==> src/rtl/hyperbus_phy_ctrl.sv <==
// rtl/hyperbus_phy_ctrl.sv - HyperBus transaction sequencer driving the transceiver controls
module hyperbus_phy_ctrl #(
    parameter int  NumChips     = 2,
    parameter int  BurstWidth   = 16,
    parameter int  TimeoutWidth = 8,
    localparam int CsWidth      = (NumChips > 1) ? $clog2(NumChips) : 1
) (
    input  logic                    clk_i,
    input  logic                    rst_ni,
    input  logic [3:0]              cfg_latency_i,
    input  logic [3:0]              cfg_t_csh_i,
    input  logic [3:0]              cfg_t_rwr_i,
    input  logic [TimeoutWidth-1:0] cfg_timeout_i,
    input  logic                    trans_valid_i,
    output logic                    trans_ready_o,
    input  logic                    trans_write_i,
    input  logic [31:0]             trans_addr_i,
    input  logic [BurstWidth-1:0]   trans_burst_i,
    input  logic [CsWidth-1:0]      trans_cs_i,
    input  logic                    tx_valid_i,
    output logic                    tx_ready_o,
    input  logic [15:0]             tx_data_i,
    input  logic [1:0]              tx_strb_i,
    output logic                    rx_valid_o,
    input  logic                    rx_ready_i,
    output logic [15:0]             rx_data_o,
    output logic                    rx_last_o,
    output logic                    rx_error_o,
    output logic                    b_valid_o,
    output logic [NumChips-1:0]     trx_cs_o,
    output logic                    trx_cs_ena_o,
    output logic                    trx_tx_clk_ena_o,
    output logic [15:0]             trx_tx_data_o,
    output logic                    trx_tx_data_oe_o,
    output logic [1:0]              trx_tx_rwds_o,
    output logic                    trx_tx_rwds_oe_o,
    input  logic                    trx_rwds_sample_i,
    output logic                    trx_rwds_sample_ena_o,
    output logic                    trx_rx_clk_set_o,
    output logic                    trx_rx_clk_reset_o,
    input  logic [15:0]             trx_rx_data_i,
    input  logic                    trx_rx_valid_i,
    output logic                    trx_rx_ready_o
);
    typedef enum logic [2:0] {IDLE, CMD, LAT, WRITE, READ, HOLD, RECOVER} state_e;
    state_e state_q, state_d;

    logic                    write_q, rwds_q, tmo_q;
    logic [31:0]             addr_q;
    logic [CsWidth-1:0]      cs_q;
    logic [BurstWidth-1:0]   words_left_q, clk_left_q, burst_eff;
    logic [TimeoutWidth-1:0] tmo_cnt_q;
    logic [7:0]              cnt_q, lat_len;
    logic [3:0]              lat_eff, csh_eff, rwr_eff;
    logic [47:0]             ca;
    logic cmd_last, lat_last, hold_last, rec_last;
    logic tmo_hit, err_active, rx_word, read_done;

    assign lat_eff   = (cfg_latency_i == 4'd0) ? 4'd1 : cfg_latency_i;
    assign csh_eff   = (cfg_t_csh_i == 4'd0) ? 4'd1 : cfg_t_csh_i;
    assign rwr_eff   = (cfg_t_rwr_i == 4'd0) ? 4'd1 : cfg_t_rwr_i;
    assign burst_eff = (trans_burst_i == '0) ? BurstWidth'(1) : trans_burst_i;
    // A high RWDS during CA signals the device needs the doubled initial latency
    assign lat_len   = rwds_q ? {3'b0, lat_eff, 1'b0} : {4'b0, lat_eff};

    assign cmd_last  = (cnt_q == 8'd2);
    assign lat_last  = (cnt_q == lat_len - 8'd1);
    assign hold_last = (cnt_q == {4'b0, csh_eff} - 8'd1);
    assign rec_last  = (cnt_q == {4'b0, rwr_eff} - 8'd1);
    assign ca        = {~write_q, 1'b0, 1'b1, addr_q[31:3], 13'b0, addr_q[2:0]};

    // Once the timeout fires, the error word is held until the consumer takes it
    assign tmo_hit    = (state_q == READ) && !tmo_q && !trx_rx_valid_i && (cfg_timeout_i != '0)
                        && ((tmo_cnt_q + TimeoutWidth'(1)) == cfg_timeout_i);
    assign err_active = tmo_q || tmo_hit;
    assign rx_word    = (state_q == READ) && !tmo_q && trx_rx_valid_i;
    assign read_done  = (rx_word && rx_ready_i && (words_left_q == BurstWidth'(1)))
                        || (err_active && rx_ready_i);

    always_ff @(posedge clk_i or negedge rst_ni) begin
        if (!rst_ni) begin
            state_q <= IDLE;
        end else begin
            state_q <= state_d;
        end
    end

    always_comb begin
        state_d = state_q;
        case (state_q)
            IDLE:    if (trans_valid_i) state_d = CMD;
            CMD:     if (cmd_last) state_d = LAT;
            LAT:     if (lat_last) state_d = write_q ? WRITE : READ;
            WRITE:   if (tx_valid_i && (words_left_q == BurstWidth'(1))) state_d = HOLD;
            READ:    if (read_done) state_d = HOLD;
            HOLD:    if (hold_last) state_d = RECOVER;
            RECOVER: if (rec_last) state_d = IDLE;
            default: state_d = IDLE;
        endcase
    end

    always_ff @(posedge clk_i or negedge rst_ni) begin
        if (!rst_ni) begin
            cnt_q        <= '0;
            write_q      <= 1'b0;
            addr_q       <= '0;
            cs_q         <= '0;
            rwds_q       <= 1'b0;
            words_left_q <= '0;
            clk_left_q   <= '0;
            tmo_cnt_q    <= '0;
            tmo_q        <= 1'b0;
        end else begin
            cnt_q     <= ((state_d != state_q) || (state_q == IDLE)) ? 8'd0 : cnt_q + 8'd1;
            tmo_cnt_q <= '0;
            tmo_q     <= 1'b0;
            case (state_q)
                IDLE: begin
                    if (trans_valid_i) begin
                        write_q      <= trans_write_i;
                        addr_q       <= trans_addr_i;
                        cs_q         <= trans_cs_i;
                        words_left_q <= burst_eff;
                        clk_left_q   <= burst_eff;
                    end
                end
                CMD: begin
                    if (cmd_last) rwds_q <= trx_rwds_sample_i;
                end
                WRITE: begin
                    if (tx_valid_i) words_left_q <= words_left_q - BurstWidth'(1);
                end
                READ: begin
                    if (clk_left_q != '0) clk_left_q <= clk_left_q - BurstWidth'(1);
                    if (rx_word && rx_ready_i) words_left_q <= words_left_q - BurstWidth'(1);
                    tmo_cnt_q <= trx_rx_valid_i ? '0 : tmo_cnt_q + TimeoutWidth'(1);
                    tmo_q     <= err_active && !rx_ready_i;
                end
                default: ;
            endcase
        end
    end

    always_comb begin
        trans_ready_o         = 1'b0;
        tx_ready_o            = 1'b0;
        rx_valid_o            = 1'b0;
        rx_data_o             = '0;
        rx_last_o             = 1'b0;
        rx_error_o            = 1'b0;
        b_valid_o             = 1'b0;
        trx_cs_ena_o          = 1'b0;
        trx_tx_clk_ena_o      = 1'b0;
        trx_tx_data_o         = '0;
        trx_tx_data_oe_o      = 1'b0;
        trx_tx_rwds_o         = '0;
        trx_tx_rwds_oe_o      = 1'b0;
        trx_rwds_sample_ena_o = 1'b0;
        trx_rx_clk_set_o      = 1'b0;
        trx_rx_clk_reset_o    = 1'b0;
        trx_rx_ready_o        = 1'b1;
        case (state_q)
            IDLE: trans_ready_o = rst_ni;
            CMD: begin
                trx_cs_ena_o          = 1'b1;
                trx_tx_clk_ena_o      = 1'b1;
                trx_tx_data_oe_o      = 1'b1;
                trx_rwds_sample_ena_o = 1'b1;
                case (cnt_q[1:0])
                    2'd0:    trx_tx_data_o = ca[47:32];
                    2'd1:    trx_tx_data_o = ca[31:16];
                    default: trx_tx_data_o = ca[15:0];
                endcase
            end
            LAT: begin
                trx_cs_ena_o     = 1'b1;
                trx_tx_clk_ena_o = 1'b1;
                if (lat_last) begin
                    trx_tx_data_oe_o = write_q;
                    trx_tx_rwds_oe_o = write_q;
                    trx_rx_clk_set_o = !write_q;
                end
            end
            WRITE: begin
                trx_cs_ena_o     = 1'b1;
                trx_tx_data_oe_o = 1'b1;
                trx_tx_rwds_oe_o = 1'b1;
                tx_ready_o       = tx_valid_i;
                trx_tx_clk_ena_o = tx_valid_i;
                if (tx_valid_i) begin
                    trx_tx_data_o = tx_data_i;
                    trx_tx_rwds_o = ~tx_strb_i;
                end
            end
            READ: begin
                trx_cs_ena_o       = 1'b1;
                trx_tx_clk_ena_o   = (clk_left_q != '0);
                trx_rx_ready_o     = rx_ready_i;
                rx_valid_o         = trx_rx_valid_i || err_active;
                rx_data_o          = err_active ? 16'h0000 : trx_rx_data_i;
                rx_error_o         = err_active;
                rx_last_o          = err_active || (trx_rx_valid_i && (words_left_q == BurstWidth'(1)));
                trx_rx_clk_reset_o = read_done;
            end
            HOLD: begin
                trx_cs_ena_o = 1'b1;
                b_valid_o    = hold_last && write_q;
            end
            default: ;
        endcase
        trx_cs_o = trx_cs_ena_o ? (NumChips'(1) << cs_q) : '0;
    end
endmodule
==> config.mk <==
export PLATFORM = sky130hd
export DESIGN_NAME = hyperbus_phy_ctrl
export DESIGN_NICKNAME = d
export VERILOG_FILES = /design/src/rtl/hyperbus_phy_ctrl.sv
export SDC_FILE = /design/constraint.sdc
export NUM_CORES = 1
export LEC_CHECK = 0
export BUFFER_PORTS_ARGS = -buffer_cell sky130_fd_sc_hd__buf_4
export CORE_MARGIN = 10
export CORE_UTILIZATION = 57
export CTS_CLUSTER_SIZE = 24
export DETAILED_ROUTE_END_ITERATION = 6
export PLACE_DENSITY = 0.95
export SETUP_SLACK_MARGIN = 0.5
export SLEW_MARGIN = 20
export SYNTH_ARGS = -nofsm -noshare
export SYNTH_HDL_FRONTEND = slang
export SYNTH_SLANG_ARGS = --single-unit
==> constraint.sdc <==
create_clock -name clk_i -period 6.52 [get_ports clk_i]
set_clock_uncertainty 0.05 [all_clocks]
set_input_delay 0.326 -clock clk_i [delete_from_list [all_inputs] [get_ports clk_i]]
set_output_delay 0.326 -clock clk_i [all_outputs]
set_load 0.05 [all_outputs]
## Yosys cells after proc, flatten, opt, wreduce, memory -nomap -nowiden

Index checks and enable logic that the tools add are counted.

- Add/subtract/negate cells: 7
- Multiply operators: 0
- Divide/modulo/power cells: 0
- $lt $le $gt $ge: 0
- Equality and inequality tests: 18
- Shift operators: 1
- Muxes and demuxes: 48
- Bitwise operators: 2
- Reductions and logical operators: 38

Operator list:

| kind | number |
|---|---|
| $mux W16 | 8 |
| $pmux W16 S2 | 3 |
| $pmux W16 S3 | 1 |
| $eq A8 B8 Y1 | 4 |
| $sub A16 B1 Y16 const B | 2 |
| $mux W3 | 8 |
| $mux W8 | 3 |
| $pmux W3 S7 | 1 |
| $add A8 B1 Y8 const B | 2 |
| $eq A16 B1 Y1 const B | 1 |
| $logic_not A16 Y1 | 1 |
| $reduce_bool A16 Y1 | 1 |
| $mux W1 | 14 |
| $logic_and A1 B1 Y1 | 12 |
| $logic_not A4 Y1 | 3 |
| $mux W4 | 3 |
| $sub A4 B1 Y5 const B | 2 |
| $eq A3 B3 Y1 const B | 3 |
| $eq A8 B2 Y1 const B | 1 |
| $reduce_bool A8 Y1 | 1 |
| $eq A3 B2 Y1 const B | 2 |
| $mux W2 | 3 |
| $sub A5 B1 Y6 const B | 1 |
| $logic_or A1 B1 Y1 | 5 |
| other kinds (21) | 29 |

- Register bits: 87
- Latch bits: 0
- Bits in writable memories: 0
- ROM bits: 0
- Input port bits: 111
- Word-level logic and storage cells: 124
- Memories kept: 0

## Depth between registers and ports, before layout

- Depth in word-level cells: 13
- Gate-level depth with buffers: 14
- Depth with buffers taken out: 13

## Worst setup path after synthesis

Ideal clock, no wire load.

- Path type: input -> output
- From: in cfg_latency_i[1]
- To: out trx_tx_data_oe_o
- Arrival: 3.609 ns
- Required time: 6.144 ns
- Path slack: 2.535 ns
- Stages: 12
- Buffers on the path: 1
- Path through: clkbuf_1 > nor3_1 > nor2_1 > or2_2 > ha_1 > xnor2_1 > or4_1 > a21oi_1 > o221ai_1 > a2111oi_2 > a21oi_1 > o21ai_0

- Cells in the longest elaborated chain, start to end: 7

RTL lines:

| item | RTL line | source |
|---|---|---|
| start: declaration | 10 | `input logic [3:0] cfg_latency_i,` |
| $logic_not A4 Y1 | 59 | `assign lat_eff = (cfg_latency_i == 4'd0) ? 4'd1 : cfg_latency_i;` |
| $mux W4 (*) | 59 |  |
| $mux W5 (*) | 64 | `assign lat_len = rwds_q ? {3'b0, lat_eff, 1'b0} : {4'b0, lat_eff};` |
| $sub A5 B1 Y6 (*) | 67 | `assign lat_last = (cnt_q == lat_len - 8'd1);` |
| $eq A8 B8 Y1 (*) | 67 |  |
| $mux W1 (*) | 178 | `if (lat_last) begin` |
| $pmux W1 S2 (*) | 162 | `case (state_q)` |
| end: declaration | 34 | `output logic trx_tx_data_oe_o,` |

Every way passes the cells marked *; elsewhere a longest branch is shown, timed or not.

## Worst setup path in the final report

- From: reg rwds_q
- To: out trx_tx_data_oe_o

- Cells in the longest elaborated chain, start to end: 5

RTL lines:

| item | RTL line | source |
|---|---|---|
| start: declaration | 48 | `logic write_q, rwds_q, tmo_q;` |
| start signal: assignment | 128 | `if (cmd_last) rwds_q <= trx_rwds_sample_i;` |
| $mux W5 | 64 |  |
| $sub A5 B1 Y6 | 67 |  |
| $eq A8 B8 Y1 | 67 |  |
| $mux W1 | 178 |  |
| $pmux W1 S2 | 162 |  |

No other way between the ends.

==> reports/qor.txt <==
Relative slew slack -> 33.6%
Net Sw Frac -> 49.7%
Logic gate share of total power -> 55.1%
TNS Setup -> 0 ps
Vias in the first global route -> 5587
Leading area contributor after synthesis -> dfrtp_1
H-tree levels -> 3
All-layer global routing usage -> 22.3%
Die area -> 0.0142 mm2
Final Max Tran Viols -> 0
Register share of total power -> 32.0%
Ports -> 161
Max cap viols -> 0
TritonRoute pass-1 iters -> 5
Clock root cell -> clkbuf_8
CTS tree -> done
Ys flop type -> dfrtp_1
Final Hold Vio Count -> 0
Clock-pin slew on the worst setup and hold paths -> 90 ps
Syn nets -> 835
Number of synthesis warnings -> 0
Slew @ Worst Pin -> 983 ps
Core footprint -> 0.00964 mm2
Die height -> 119 um
Worst setup EP type -> output pin
Largest cells by area after synthesis -> dfrtp_1 39%, nand2_1 11%, o21ai_0 5.5%
Rows -> 36
Leakage -> 3.37 nW
Top-area cell type share of the netlist area -> 39.0%
Via density -> 5.79
Routed wire per std cell -> 16.5 um
DR iter-0 viols -> 469
Hpwl dp -> 12500 um
Fmax -> 0.275 GHz
Num CTS Buffers -> 9
Cell repeated most along the worst path -> a21oi_1
Internal -> 0.00152 W
Via Count -> 5718
Hold slack -> 95.5 ps
Post-Syn Area per Cell -> 7.83 um2
Final setup vio count -> 0
Period utilisation layout -> 55.8%
Inst Count DP -> 971
Arr. time, crit path -> 3260 ps
Non-Filler Instances -> 988
Largest net degree at the start of global routing -> 64
Cells after Synth -> 713
End-of-flow core utilization -> 73.1%
CP Max Fanout -> 9
Worst ir drop on vdd -> 0.432 mV
Register area share after synthesis -> 39.0%
Die W -> 119 um
Total power per unit cell area -> 429 mW/mm2
Clock Tree Buf Depth -> 2
GRT overflow -> 0
CP delay by family, top -> compound AO/OA/AOI/OAI gates
Max incr delay on CP -> 480 ps
NumNets Final -> 972
Startpoint class of the critical path -> flop
Final min period -> 3640 ps
Clock group share of total power -> 13.0%
RSZ-0062 raised after global routing -> false
Hold WC Path Type -> in -> reg
Number of port buffers -> 160
Area delta synth->final -> 26.2%
Clock latency at the later pin of the worst-skew pair -> 360 ps
Fraction of registers with async set or reset after synthesis -> 100%
Post-synthesis cell type count -> 65
CP Class -> reg -> out
Post-Route WL -> 16300 um
NetSw -> 0.00150 W
Ant. Diodes -> 0
Crit-path cells -> or2_2, ha_1, xnor2_1, or4_1, a21oi_1, o221ai_1, a2111oi_2, a21oi_1, o21ai_0, buf_4
Critical Path RT -> 6140 ps
Synth top cells by count -> 162 x nand2_1, 87 x dfrtp_1, 61 x o21ai_0
Status -> finished, final reports clean
EDFF count, synth -> 0
Slowest cell on crit path -> dfrtp_1
Top-count cell post-synth -> nand2_1
Antenna-violating nets left -> 0
Initial Utilization -> 57.9%
DRC viols -> 0
Post-Synthesis Cell Area -> 0.00559 mm2
RD Place Congestion -> 0.889
Clock sink count -> 87
CP Buf/Inv Count -> 1
First-pass GRT wire length -> 26600 um
Initial antenna violation count -> 0
Synth Register Bits -> 87
Share of cells above drive strength 1 -> 22.6%
## worst reg2reg max path, stage by stage, from the launching register on
cell       delay [ps]
dfrtp_1           480
or2_2             360
ha_1              310
xnor2_1           120
or4_1             400
a21oi_1           130
o221ai_1          130
a2111oi_2         410
a311o_1           250
o21a_1            270
nor3b_1           100
## routing by layer
| metal | vias to the layer above | track usage [%] | routed length (um) |
|---|---|---|---|
| li1 | 2777 | - | - |
| met1 | 2623 | 27.2 | 6680 |
| met2 | 286 | 35.5 | 7640 |
| met3 | 32 | 7.56 | 1610 |
| met4 | 0 | 9.16 | 395 |
| met5 | - | 0 | 0 |
## area by class of cell
cell class                      count  area, um2
Sequential cell                    87       2180
Clock buffer                       14        163
Clock inverter                      2       38.8
Multi-Input combinational cell    568       3190
Fill cell                         780       2590
Inverter                           18       67.6
Tap cell                          133        166
Timing Repair Buffer              166       1250
## path summary, 6_finish.rpt
kind                                        start                   endpoint  slack [ps]  depth (start not counted)
min                               trans_addr_i[2]      addr_q[2]$_DFFE_PN0P_         100                          3
max                            rwds_q$_DFFE_PN0P_           trx_tx_data_oe_o        2880                         10
max in group asynchronous                  rst_ni  clk_left_q[6]$_DFFE_PN0P_        4940                          3
min reg2reg                addr_q[29]$_DFFE_PN0P_     addr_q[29]$_DFFE_PN0P_         430                          2
min in group asynchronous                  rst_ni       state_q[0]$_DFF_PN0_         360                          2
max reg2reg                    rwds_q$_DFFE_PN0P_         cnt_q[1]$_DFF_PN0_        3400                         10
## cells in the final DEF, fill, tap and decap left out, types with 16 or more instances in the layout
| master | netlist | routed |
|---|---|---|
| a21oi_1 | 52 | 52 |
| a22oi_1 | 16 | 16 |
| and3_1 | 24 | 24 |
| buf_4 | 0 | 165 |
| dfrtp_1 | 87 | 87 |
| inv_1 | 17 | 17 |
| nand2_1 | 162 | 162 |
| nand3_1 | 18 | 18 |
| nor2_1 | 58 | 58 |
| nor3_1 | 30 | 29 |
| o21ai_0 | 61 | 60 |
| xnor2_1 | 19 | 19 |
## kinds of logic (layout without fill, tap and decap cells)
logic type / count (synthesis) / count (layout) / synth area share, %
flip-flops: 87 / 87 / 39.0
AO/OA/AOI/OAI: 179 / 179 / 20.1
AND/OR/NAND/NOR: 340 / 340 / 27.6
multiplexers: 7 / 7 / 1.32
XOR/XNOR: 31 / 31 / 5.38
buffers and inverters: 58 / 200 / 4.12
adder cells (fa/ha/maj): 11 / 11 / 2.46
## per-stage QoR
| step | instance area (um2) | setup slack, ps | total power [W] |
|---|---|---|---|
| floorplan | 5590 | 2540 | 0.00215 |
| global placement | 6830 | 3080 | 0.00258 |
| detailed placement | 6830 | 3040 | 0.00263 |
| CTS | 7040 | 2870 | 0.00303 |
| global route | 7050 | 2710 | 0.00325 |
| finish | 7050 | 2880 | 0.00303 |
## power by group through the flow
stage / Sequential [W] / Clock (W) / Combinational, W
global placement: 0.000959 / 0 / 0.00162
global route: 0.000998 / 0.000421 / 0.00183
floorplan: 0.000880 / 0 / 0.00127
detailed placement: 0.000968 / 0 / 0.00166
finish: 0.000967 / 0.000392 / 0.00167
CTS: 0.000959 / 0.000398 / 0.00167
## sequential cells by signal (all words and copies together), names as in the netlist
signal / count
words_left_q: 16
tmo_cnt_q: 8
addr_q: 32
tmo_q: 1
cs_q: 1
clk_left_q: 16
state_q: 3
cnt_q: 8
write_q: 1
rwds_q: 1
## repair_timing
item                                   CTS  global route
hold buffers                             1             0
gates resized for setup                  0             0
endpoints found under the hold margin   24             0
setup buffers                            0             0
Power figures use the tool's default switching activity.
